### src/rtl/pipe_hazard_if.sv
// Pipeline-control bus between the core datapath and the hazard sequencer.
interface pipe_hazard_if;
  logic [4:0]  id_rs;
  logic [4:0]  id_rt;
  logic        ex_memread;
  logic [4:0]  ex_rt;
  logic        branch_taken;
  logic        mem_access;
  logic        mem_ack;
  logic        mem_req;
  logic        pc_le;
  logic        ifid_le;
  logic        idex_le;
  logic        exmem_le;
  logic        memwb_le;
  logic        ifid_flush;
  logic        idex_flush;
  logic        mem_err;
  logic [15:0] stall_cnt;

  // Datapath side: presents hazard inputs, consumes controls.
  modport master (
    output id_rs, id_rt, ex_memread, ex_rt, branch_taken, mem_access, mem_ack,
    input  mem_req, pc_le, ifid_le, idex_le, exmem_le, memwb_le,
           ifid_flush, idex_flush, mem_err, stall_cnt
  );

  // Sequencer side.
  modport slave (
    input  id_rs, id_rt, ex_memread, ex_rt, branch_taken, mem_access, mem_ack,
    output mem_req, pc_le, ifid_le, idex_le, exmem_le, memwb_le,
           ifid_flush, idex_flush, mem_err, stall_cnt
  );
endinterface

### src/rtl/pipe_hazard_ctrl.sv
// Central 5-stage pipeline sequencer: load-use stalls, branch flushes,
// multi-cycle data-memory waits with timeout, and a stall-cycle counter.
module pipe_hazard_ctrl #(
  parameter int unsigned MEM_TIMEOUT = 15
) (
  input  logic         clk,
  input  logic         reset,
  pipe_hazard_if.slave bus
);

  localparam int unsigned WAIT_W = 8;
  localparam int unsigned CNT_W  = 16;
  localparam logic [CNT_W-1:0] CNT_MAX = '1;

  typedef enum logic [1:0] {
    ST_RUN      = 2'd0,
    ST_MEM_WAIT = 2'd1,
    ST_ERROR    = 2'd2
  } state_e;

  state_e              state_q, state_d;
  logic [WAIT_W-1:0]   wait_cnt_q, wait_cnt_d;
  logic [CNT_W-1:0]    stall_cnt_q, stall_cnt_d;

  logic load_use_c;
  logic mem_stall_c;
  logic mem_req_c;
  logic mem_err_c;
  logic pc_le_c, ifid_le_c, idex_le_c, exmem_le_c, memwb_le_c;
  logic ifid_flush_c, idex_flush_c;

  // Load in EX writes a register the instruction in ID reads ($0 never hazards).
  always_comb begin
    load_use_c = bus.ex_memread && (bus.ex_rt != 5'd0) &&
                 ((bus.ex_rt == bus.id_rs) || (bus.ex_rt == bus.id_rt));
  end

  // State, wait counter and stall counter registers.
  always_ff @(posedge clk) begin
    if (reset) begin
      state_q     <= ST_RUN;
      wait_cnt_q  <= '0;
      stall_cnt_q <= '0;
    end else begin
      state_q     <= state_d;
      wait_cnt_q  <= wait_cnt_d;
      stall_cnt_q <= stall_cnt_d;
    end
  end

  // Next-state, pipeline controls and counter update.
  always_comb begin
    state_d      = state_q;
    wait_cnt_d   = wait_cnt_q;
    stall_cnt_d  = stall_cnt_q;
    mem_stall_c  = 1'b0;
    mem_req_c    = 1'b0;
    mem_err_c    = 1'b0;
    pc_le_c      = 1'b0;
    ifid_le_c    = 1'b0;
    idex_le_c    = 1'b0;
    exmem_le_c   = 1'b0;
    memwb_le_c   = 1'b0;
    ifid_flush_c = 1'b0;
    idex_flush_c = 1'b0;

    if (!reset) begin
      case (state_q)
        ST_RUN: begin
          mem_req_c   = bus.mem_access;
          mem_stall_c = bus.mem_access && !bus.mem_ack;
          if (bus.mem_access && !bus.mem_ack) begin
            state_d    = ST_MEM_WAIT;
            wait_cnt_d = WAIT_W'(1);
          end
        end
        ST_MEM_WAIT: begin
          mem_req_c   = 1'b1;
          mem_stall_c = !bus.mem_ack;
          if (bus.mem_ack) begin
            // An ack in the would-be timeout cycle still completes the access.
            state_d    = ST_RUN;
            wait_cnt_d = '0;
          end else if ((9'({1'b0, wait_cnt_q}) + 9'd1) == 9'(MEM_TIMEOUT)) begin
            state_d = ST_ERROR;
          end else begin
            wait_cnt_d = wait_cnt_q + WAIT_W'(1);
          end
        end
        ST_ERROR: begin
          mem_err_c = 1'b1;
        end
        default: begin
          state_d = ST_RUN;
        end
      endcase

      if (state_q != ST_ERROR) begin
        if (mem_stall_c) begin
          // Whole pipe frozen; EX holds, so a pending branch is acted on at completion.
          pc_le_c = 1'b0;
        end else if (bus.branch_taken) begin
          pc_le_c      = 1'b1;
          ifid_le_c    = 1'b1;
          idex_le_c    = 1'b1;
          exmem_le_c   = 1'b1;
          memwb_le_c   = 1'b1;
          ifid_flush_c = 1'b1;
          idex_flush_c = 1'b1;
        end else if (load_use_c) begin
          idex_le_c    = 1'b1;
          exmem_le_c   = 1'b1;
          memwb_le_c   = 1'b1;
          idex_flush_c = 1'b1;
        end else begin
          pc_le_c    = 1'b1;
          ifid_le_c  = 1'b1;
          idex_le_c  = 1'b1;
          exmem_le_c = 1'b1;
          memwb_le_c = 1'b1;
        end

        if (!pc_le_c && (stall_cnt_q != CNT_MAX)) begin
          stall_cnt_d = stall_cnt_q + CNT_W'(1);
        end
      end
    end
  end

  assign bus.mem_req    = mem_req_c;
  assign bus.mem_err    = mem_err_c;
  assign bus.pc_le      = pc_le_c;
  assign bus.ifid_le    = ifid_le_c;
  assign bus.idex_le    = idex_le_c;
  assign bus.exmem_le   = exmem_le_c;
  assign bus.memwb_le   = memwb_le_c;
  assign bus.ifid_flush = ifid_flush_c;
  assign bus.idex_flush = idex_flush_c;
  assign bus.stall_cnt  = stall_cnt_q;

endmodule

### src/flat_wrapper.sv
// flat-port wrapper written by rule: the top's interface ports become plain ports
module pipe_hazard_ctrl_flat 
#(
  parameter int unsigned MEM_TIMEOUT = 15
)
  (clk, reset, bus_id_rs, bus_id_rt, bus_ex_memread, bus_ex_rt, bus_branch_taken, bus_mem_access, bus_mem_ack, bus_mem_req, bus_pc_le, bus_ifid_le, bus_idex_le, bus_exmem_le, bus_memwb_le, bus_ifid_flush, bus_idex_flush, bus_mem_err, bus_stall_cnt);
  pipe_hazard_if bus_i ();
  input  logic clk;
  input  logic reset;
  input wire logic [$bits(bus_i.id_rs)-1:0] bus_id_rs;
  input wire logic [$bits(bus_i.id_rt)-1:0] bus_id_rt;
  input wire logic [$bits(bus_i.ex_memread)-1:0] bus_ex_memread;
  input wire logic [$bits(bus_i.ex_rt)-1:0] bus_ex_rt;
  input wire logic [$bits(bus_i.branch_taken)-1:0] bus_branch_taken;
  input wire logic [$bits(bus_i.mem_access)-1:0] bus_mem_access;
  input wire logic [$bits(bus_i.mem_ack)-1:0] bus_mem_ack;
  output wire logic [$bits(bus_i.mem_req)-1:0] bus_mem_req;
  output wire logic [$bits(bus_i.pc_le)-1:0] bus_pc_le;
  output wire logic [$bits(bus_i.ifid_le)-1:0] bus_ifid_le;
  output wire logic [$bits(bus_i.idex_le)-1:0] bus_idex_le;
  output wire logic [$bits(bus_i.exmem_le)-1:0] bus_exmem_le;
  output wire logic [$bits(bus_i.memwb_le)-1:0] bus_memwb_le;
  output wire logic [$bits(bus_i.ifid_flush)-1:0] bus_ifid_flush;
  output wire logic [$bits(bus_i.idex_flush)-1:0] bus_idex_flush;
  output wire logic [$bits(bus_i.mem_err)-1:0] bus_mem_err;
  output wire logic [$bits(bus_i.stall_cnt)-1:0] bus_stall_cnt;
  assign bus_i.id_rs = bus_id_rs;
  assign bus_i.id_rt = bus_id_rt;
  assign bus_i.ex_memread = bus_ex_memread;
  assign bus_i.ex_rt = bus_ex_rt;
  assign bus_i.branch_taken = bus_branch_taken;
  assign bus_i.mem_access = bus_mem_access;
  assign bus_i.mem_ack = bus_mem_ack;
  assign bus_mem_req = bus_i.mem_req;
  assign bus_pc_le = bus_i.pc_le;
  assign bus_ifid_le = bus_i.ifid_le;
  assign bus_idex_le = bus_i.idex_le;
  assign bus_exmem_le = bus_i.exmem_le;
  assign bus_memwb_le = bus_i.memwb_le;
  assign bus_ifid_flush = bus_i.ifid_flush;
  assign bus_idex_flush = bus_i.idex_flush;
  assign bus_mem_err = bus_i.mem_err;
  assign bus_stall_cnt = bus_i.stall_cnt;
  pipe_hazard_ctrl #(.MEM_TIMEOUT(MEM_TIMEOUT)) u_core (.clk(clk), .reset(reset), .bus(bus_i));
endmodule
### config.mk
export PLATFORM = sky130hd
export DESIGN_NAME = pipe_hazard_ctrl_flat
export DESIGN_NICKNAME = d
export VERILOG_FILES = /design/src/rtl/pipe_hazard_if.sv /design/src/rtl/pipe_hazard_ctrl.sv /design/src/flat_wrapper.sv
export SDC_FILE = /design/constraint.sdc
export NUM_CORES = 1
export LEC_CHECK = 0
export CAP_MARGIN = 30
export CORE_AREA = 10 10 81 83
export DETAILED_ROUTE_END_ITERATION = 12
export DIE_AREA = 0 0 91 93
export PLACE_DENSITY_LB_ADDON = 0.25
export SLEW_MARGIN = 20
export SYNTH_ARGS = -nofsm -noshare
export SYNTH_HDL_FRONTEND = slang
export SYNTH_SLANG_ARGS = --single-unit
### constraint.sdc
create_clock -name clk -period 2.1 [get_ports clk]
set_clock_uncertainty 0.15 [all_clocks]
set_input_delay 0.42 -clock clk [delete_from_list [all_inputs] [get_ports clk]]
set_output_delay 0.42 -clock clk [all_outputs]
set_load 0.05 [all_outputs]
* Word-level counts from Yosys, hierarchy flattened
Index checks and enable logic that the tools add are counted. W data, S select, Z words.
Operators by class: $add $sub $neg 3, $mul 0, div/mod/pow operators 0, $lt $le $gt $ge 0, equality and inequality tests 10, shift-type cells 0, muxes and demuxes 35, bitwise operators 1, reductions and logical operators 13
Operators with widths (number):
- $mux W1 | 25
- $mux W8 | 3
- $add A16 B1 Y16 const B | 1
- $ne A16 B16 Y1 const B | 1
- $pmux W8 S2 | 1
- $eq A5 B5 Y1 | 2
- $add A8 B1 Y9 const B | 1
- $eq A9 B4 Y1 const B | 1
- $add A8 B1 Y8 const B | 1
- $mux W2 | 3
- $pmux W2 S3 | 1
- $reduce_and A3 Y1 | 2
- $reduce_bool A5 Y1 | 1
- $logic_and A1 B1 Y1 | 4
- $pmux W1 S2 | 2
- $ne A3 B2 Y1 const B | 1
- $ne A3 B3 Y1 const B | 1
- $eq A2 B1 Y1 const B | 1
- $eq A2 B2 Y1 const B | 1
- $logic_not A1 Y1 | 2
- $logic_not A2 Y1 | 1
- $ne A2 B1 Y1 const B | 1
- $ne A2 B2 Y1 const B | 1
- $reduce_and A2 Y1 | 1
- 3 further kinds | 3
Storage, ports and cells: flip-flop bits (word level) 26, bits in latches 0, memory bits (writable) 0, memory bits (read-only) 0, input port bits 21, output and inout port bits 25, memories kept 0

* Logic depth before layout (Yosys ltp)
Gate-level depths: netlist of the first run.
depth after elaboration 11, depth in mapped cells 8, gate-level depth less buffers 7

* Worst setup path before layout of the first run
No wires, ideal clock.
path type input to output, start input port reset, end output port bus_pc_le, data arrival time 3.589 ns, data required time 1.530 ns, setup slack -2.059 ns, stages 4, path through clkbuf_1 > nor3_1 > a21boi_0 > buf_4
On the way: cells in the longest elaborated chain, start to end 1
RTL lines:
- from (decl) | RTL line flat_wrapper.sv:9 | input logic reset;
- $mux W1 | RTL line pipe_hazard_ctrl.sv:67 | if (!reset) begin
- to (decl) | RTL line flat_wrapper.sv:18 | output wire logic [$bits(bus_i.pc_le)-1:0] bus_pc_le;
No other way between the ends.

* Final worst setup path of the first run
start input port bus_ex_rt[0], end output port bus_pc_le
On the way: cells in the longest elaborated chain, start to end 10
RTL lines:
- from (decl) | RTL line flat_wrapper.sv:13 | input wire logic [$bits(bus_i.ex_rt)-1:0] bus_ex_rt;
- $eq A5 B5 Y1 or $reduce_bool A5 Y1 (tied branches) | RTL line pipe_hazard_ctrl.sv:35, pipe_hazard_ctrl.sv:34
- $logic_or A1 B1 Y1 or $logic_and A1 B1 Y1 (tied branches) | RTL line pipe_hazard_ctrl.sv:35, pipe_hazard_ctrl.sv:34
- $logic_and A1 B1 Y1 (*) | RTL line pipe_hazard_ctrl.sv:34 | load_use_c = bus.ex_memread && (bus.ex_rt != 5'd0) &&
- $mux W1 (*) | RTL line pipe_hazard_ctrl.sv:110 | end else if (load_use_c) begin
- $mux W1 (*) | RTL line pipe_hazard_ctrl.sv:102 | end else if (bus.branch_taken) begin
- $mux W1 (*) | RTL line pipe_hazard_ctrl.sv:99 | if (mem_stall_c) begin
- $mux W1 (*) | RTL line pipe_hazard_ctrl.sv:98 | if (state_q != ST_ERROR) begin
- $mux W1 (*) | RTL line pipe_hazard_ctrl.sv:67
- $mux W1 (*) | RTL line pipe_hazard_ctrl.sv:98
- $mux W1 (*) | RTL line pipe_hazard_ctrl.sv:67
Every way passes the cells marked *; elsewhere a longest branch is shown, timed or not. The select of a mux whose other input is x is not followed.

==> results of run 1 <==
[synth_stat cells (2+ instances only)]
library cell | number | area, µm²
nor2_1 | 13 | 48.8
nor3_1 | 5 | 25.0
xnor2_1 | 12 | 105
a31oi_1 | 3 | 18.8
nand4_1 | 4 | 25.0
buf_2 | 2 | 10.0
a311oi_1 | 4 | 35.0
ha_1 | 3 | 37.5
o21ai_0 | 8 | 40.0
a21boi_0 | 2 | 15.0
buf_4 | 5 | 37.5
inv_1 | 7 | 26.3
dfxtp_1 | 26 | 521
mux2i_1 | 2 | 20.0
a21oi_1 | 20 | 100
nand2_1 | 17 | 63.8
nand3_1 | 11 | 55.1
clkbuf_1 | 3 | 11.3
or3_1 | 8 | 50.1
nand2b_1 | 4 | 25.0
buf_6 | 2 | 22.5
or4_1 | 9 | 67.6
o31ai_1 | 9 | 67.6
and3_1 | 2 | 12.5
nor2b_1 | 2 | 12.5
[power by group through the flow]
stage / clock network [mW] / registers (mW) / logic (mW)
after global routing: 0.459 / 0.502 / 0.381
final: 0.432 / 0.501 / 0.358
after global placement: 0 / 0.513 / 0.292
after detailed placement: 0 / 0.514 / 0.295
after floorplan: 0 / 0.531 / 0.138
after CTS: 0.434 / 0.502 / 0.336
[path summary, 6_finish.rpt]
check / slack [ns] / end / depth (start not counted)
setup / recovery: -0.17 / bus_pc_le / 5
hold / removal: 0.34 / u_core.bus.stall_cnt[10] / 2
setup reg to reg: -0.09 / u_core.bus.stall_cnt[14] / 8
hold reg to reg: 0.34 / u_core.bus.stall_cnt[10] / 2
[cells by family (layout without fill, tap and decap cells)]
kind of cell	count (synthesis)	after routing	share of synthesized area, %
simple gates	83	83	27.4
compound gates	59	59	23.5
flops	26	26	31.3
buf+inv	19	117	6.48
xor+xnor	13	13	6.86
fa+ha+maj	3	3	2.26
mux	3	3	2.11
[final cells by class]
type                            instances  area (µm²)
Clock buffer                            3        41.3
Clock inverter                          1        30.0
Fill cell                             435        1890
Inverter                                7        26.3
Multi-Input combinational cell        161        1340
Sequential cell                        26         558
Tap cell                               70        87.6
Timing Repair Buffer                  106        1050
[worst min-delay path: cells and delay by family (launching register included)]
family	cells	cell delay, ns
DFF	1	0.36
AOI/OAI and AO/OA	2	0.11
[registers in the layout, summed over array words and instances (netlist names)]
register,count
u_core.wait_cnt_q,8
u_core.bus.stall_cnt,16
u_core.state_q,2
[per-layer routing]
metal / track usage (%) / vias to the layer above / share of wire (%)
li1: - / 962 / -
met4: 3.52 / 0 / 0.97
met2: 20.3 / 56 / 47
met1: 16.3 / 932 / 48
met3: 2.24 / 5 / 4.7
met5: 0 / - / 0
[repair_timing]
action | CTS | global route
pin swaps | 32 | 34
buffers inserted | 8 | 9
endpoints found under the setup margin | 30 | 33
hold buffers | 0 | 0
gates cloned | 2 | 0
resized for setup | 62 | 50
==> results.toml, run 1 <==
[grt]
grt_max_degree = 23
grt_pass1_vias = 1877
grt_overflow_total = 0
grt_pass1_wl_um = 8940
grt_usage_pct = 12.4
antenna_found_initial = 0

[synthesis]
netlist_instances = 206
syn_nets = 230
mappedNetlistArea_um2 = 1660
synth_flop_cell = "dfxtp_1"
ys.warnings.count = 0
yosysSeqAreaShare_pct = 31.3
synth_cell_types = 48
syn_avg_cell_area_um2 = 8.06
synth_edf_count = 0
ys_async_sr_fraction_pct = 0
synth_seq_cells = 26

[detailed_routing]
post_drt_wl_per_cell_um = 15.5
dr.pass1.iters = 4
drc = 0
viasPerCell = 5.23
drt_iter0_markers = 92
postRouteAntennaNets = 0
vias = 1955
drt-total-wl_um = 5790

[layout]
fin_util_pct = 62.4
fin_nets = 329
final_cell_mix = "buf_4 (62), nand2_1 (16), a21oi_1 (16)"
final_layout_size_suffix_gt1_share_pct = 53.3
layout_commonest_cell = "buf_4"
final_area_um2 = 3120
stdcell_count = 374
antennaDiodeCount = 0
area_growth_pct = 88.2

[critical_path]
crit_chain = "buf_6 -> or4_4 -> o211a_4 -> a21boi_4 -> buf_12"
criticalPathCategory = "input port to primary output"
critPathSlowestCell = "or4_4"
crit_required_ns = 1.53
critical-path-top-delay-family = "simple AND/OR/NAND/NOR gates"
critical_path_arrival_ns = 1.70
cp_max_fo = 2
start_kind = "input port"
cpPeakStageDelay_ns = 0.54
crit_buf_inv = 2
cp-end-kind = "primary output"
r2r-start = "u_core.bus.stall_cnt[1]"
critPathLaunch = "bus_ex_rt[0]"

[timing]
hold_violations = 0
rsz0062_at_grt = "yes"
tns_ns = -0.709
slew_violations = 0
setup_slack_ns = -0.168
timing.fmax_mhz = 441
period_share_pct = 108
setup_viol = 8
slew_headroom_pct = 66.8
timing.hold.ws_ns = 0.345
worst_pin_slew_ns = 0.497
post-route-min-period_ns = 2.27

[power_and_ir_drop]
sequentialPowerShare_pct = 38.8
p_switching_uw = 360
combPwrFrac_pct = 27.7
powerDensity_nw_per_um2 = 413
ir_drop_uv = 236
clkPwrFrac_pct = 33.4
leakagePower_nw = 1.19
swShare_pct = 27.9
totalPowerFinal_mw = 1.29
power.internal_uw = 931

[die]
initial_core_util_pct = 33.1
die_area_um2 = 8460
num_rows = 26
io_pins = 46
die_x_um = 91
die_h_um = 93
core_area_um2 = 5010

[place]
placedCellCount = 353
portBuffers = 45
placed_cell_area_um2 = 2620
place_ws_ns = -0.548
place_congestion = 0.847
place_hpwl_um = 3780

[clock_network]
ctsHtreeMaxLevel = 1
cts.path.max_buffers = 2
cts_tree = "yes"
cts_buffers = 3
insertion_delay_ns = 0.28
root_buffer = "clkbuf_8"
path_clk_slew_ns = 0.10
clock-sinks = 26

[run_status]
status = "finished, violations left"
violations = "setup timing"

[min_path]
hold_path_startpoint = "u_core.bus.stall_cnt[10]"
hold_class = "flop to flop"

[run]
max_cap_violations = 0
(Power assumes the default switching activity.)
==> run 2: changes to the inputs <==
--- a/config.mk
+++ b/config.mk
@@ -6,9 +6,9 @@
 export NUM_CORES = 1
 export LEC_CHECK = 0
 export CAP_MARGIN = 30
-export CORE_AREA = 10 10 81 83
+export CORE_AREA = 10 10 92 74
 export DETAILED_ROUTE_END_ITERATION = 12
-export DIE_AREA = 0 0 91 93
+export DIE_AREA = 0 0 102 84
 export PLACE_DENSITY_LB_ADDON = 0.25
 export SLEW_MARGIN = 20
 export SYNTH_ARGS = -nofsm -noshare
==> run 2 against run 1 <==
  * The flow still finishes with violations (setup timing)
  * Critical path depth is the same
  * Final cell count shrank 7.2%
  * Combinational power shrank 10%
  * First-iteration DRC count grew 2.2%
  * Fmax grew 0.76%
  * Critical endpoint is now bus_ifid_le
  * Highest routed layer unchanged
==> results.toml, run 2 (same netlist as run 1, synthesis figures left out) <==
[timing]
slew_violations = 0
setup_viol = 19
timing.fmax_mhz = 444
slew_headroom_pct = 66.7
setup_slack_ns = -0.151
period_share_pct = 107
post-route-min-period_ns = 2.25
hold_violations = 0
rsz0062_at_grt = "yes"
worst_pin_slew_ns = 0.498

[detailed_routing]
postRouteAntennaNets = 0
dr.pass1.iters = 4
post_drt_wl_per_cell_um = 15.1
drt-total-wl_um = 5250
viasPerCell = 5.32
drt_iter0_markers = 94
wl_met2_um = 2330
route.layer.met1.wl_um = 2470
drc = 0
vias = 1845
top_layer_used = "met4"
wl_met3_um = 407

[min_path]
hold_path_startpoint = "bus_mem_ack"
holdPathStages = 4
hold_end = "u_core.state_q[0]"
hold_class = "input port to flop"

[clock_network]
insertion_delay_ns = 0.27
cts.path.max_buffers = 2
clock-sinks = 26
path_clk_slew_ns = 0.09
root_buffer = "clkbuf_8"
cts_buffers = 3
ctsHtreeMaxLevel = 1
cts_tree = "yes"

[power_and_ir_drop]
leakagePower_nw = 1.09
ir_drop_uv = 378
powerDensity_nw_per_um2 = 430

[die]
core_area_um2 = 5120
die_x_um = 102
num_rows = 23
initial_core_util_pct = 32.4
io_pins = 46
die_h_um = 84
die_area_um2 = 8570

[critical_path]
critical_path_arrival_ns = 1.68
r2r-start = "u_core.bus.stall_cnt[5]"
criticalPathCategory = "input port to primary output"
cp-end-kind = "primary output"
rrSetupSlack_ns = -0.05
crit_required_ns = 1.53
ff2ff_path_depth = 7
cp_max_fo = 2
start_kind = "input port"
r2r-end = "u_core.bus.stall_cnt[9]"

[layout]
final_cell_mix = "buf_4 (49), nand2_1 (16)"
area_growth_pct = 74.8
final_layout_size_suffix_gt1_share_pct = 51.6
n_fill_cell = 480
layout_commonest_cell = "buf_4"
final_area_um2 = 2900
fin_util_pct = 56.7
fin_nets = 310
largest_reg_flops = 16
antennaDiodeCount = 0

[grt]
grt_max_degree = 22
grt_usage_pct = 11.7
grt_overflow_total = 0
grt_pass1_vias = 1769
grt_pass1_wl_um = 8450
antenna_found_initial = 0

[place]
place_ws_ns = -0.542
place_congestion = 0.738
portBuffers = 45
place_hpwl_um = 3670
placed_cell_area_um2 = 2550

[run_status]
status = "finished, violations left"
violations = "setup timing"

[run]
max_cap_violations = 0
## run 2: cell types whose count changed in the layout (fill, tap and decap cells not counted), sizes merged
cell           delta
buf              -22
clkbuf            +5
clkdlybuf4s15     -4
dlygate4sd2       +2
clkdlybuf4s50     -1
dlymetal6s2s      +1
## run 2: repair_timing
item / CTS / global route
buffers inserted: 2 / 3
pin swaps: 39 / 21
resized for setup: 57 / 50
hold buffers: 0 / 0
setup endpoints to repair: 32 / 31
gates cloned: 2 / 0
## run 2: worst max-delay path by stage
stage                   startpoint                      end  slack, ns  cells after the start
floorplan           bus_mem_access                bus_pc_le      -0.31                      5
global placement      bus_ex_rt[3]                bus_pc_le      -0.53                      5
detailed placement    bus_ex_rt[3]                bus_pc_le      -0.54                      5
CTS                   bus_ex_rt[4]           bus_idex_flush      -0.15                      5
global route          bus_ex_rt[4]  u_core.bus.stall_cnt[1]      -0.19                      8
finish                bus_ex_rt[4]              bus_ifid_le      -0.15                      5
## run 2: area by class of cell
cell class | count | area [µm²] | area share (%)
Clock inverter | 1 | 30.0 | 1.03
Multi-Input combinational cell | 161 | 1320 | 45.4
Timing Repair Buffer | 87 | 851 | 29.3
Inverter | 7 | 26.3 | 0.905
Sequential cell | 26 | 559 | 19.3
Clock buffer | 3 | 41.3 | 1.42
Tap cell | 62 | 77.6 | 2.67
## run 2: worst max-delay path, stage by stage
cell      delay, ns
buf_8          0.10
or4_4          0.54
o211a_4        0.26
a21boi_4       0.20
buf_12         0.16
## run 2: power by group
part           internal (mW)  total (mW)  switching (mW)
Sequential             0.495       0.502         0.00718
Clock                  0.255       0.425           0.170
Combinational          0.157       0.321           0.164
Total                  0.907        1.25           0.341
## run 2: per-layer routing
| metal | track usage, % | vias up |
|---|---|---|
| met5 | 0 | - |
| met2 | 17.5 | 48 |
| met4 | 3.07 | 0 |
| met1 | 16.0 | 868 |
| met3 | 2.90 | 4 |
| li1 | - | 925 |
## run 2: stage by stage
step | setup TNS (ns) | instances | hold slack (ns) | power, mW
6_report | -1.28 | 347 | 0.314 | 1.25
4_1_cts | -1.57 | 345 | 0.353 | 1.26
3_5_place_dp | -13.00 | 337 | 0.351 | 0.804
5_1_grt | -2.62 | 347 | 0.354 | 1.29
2_1_floorplan | -1.00 | 206 | 0.327 | 0.669
3_3_place_gp | -12.70 | 337 | 0.320 | 0.801
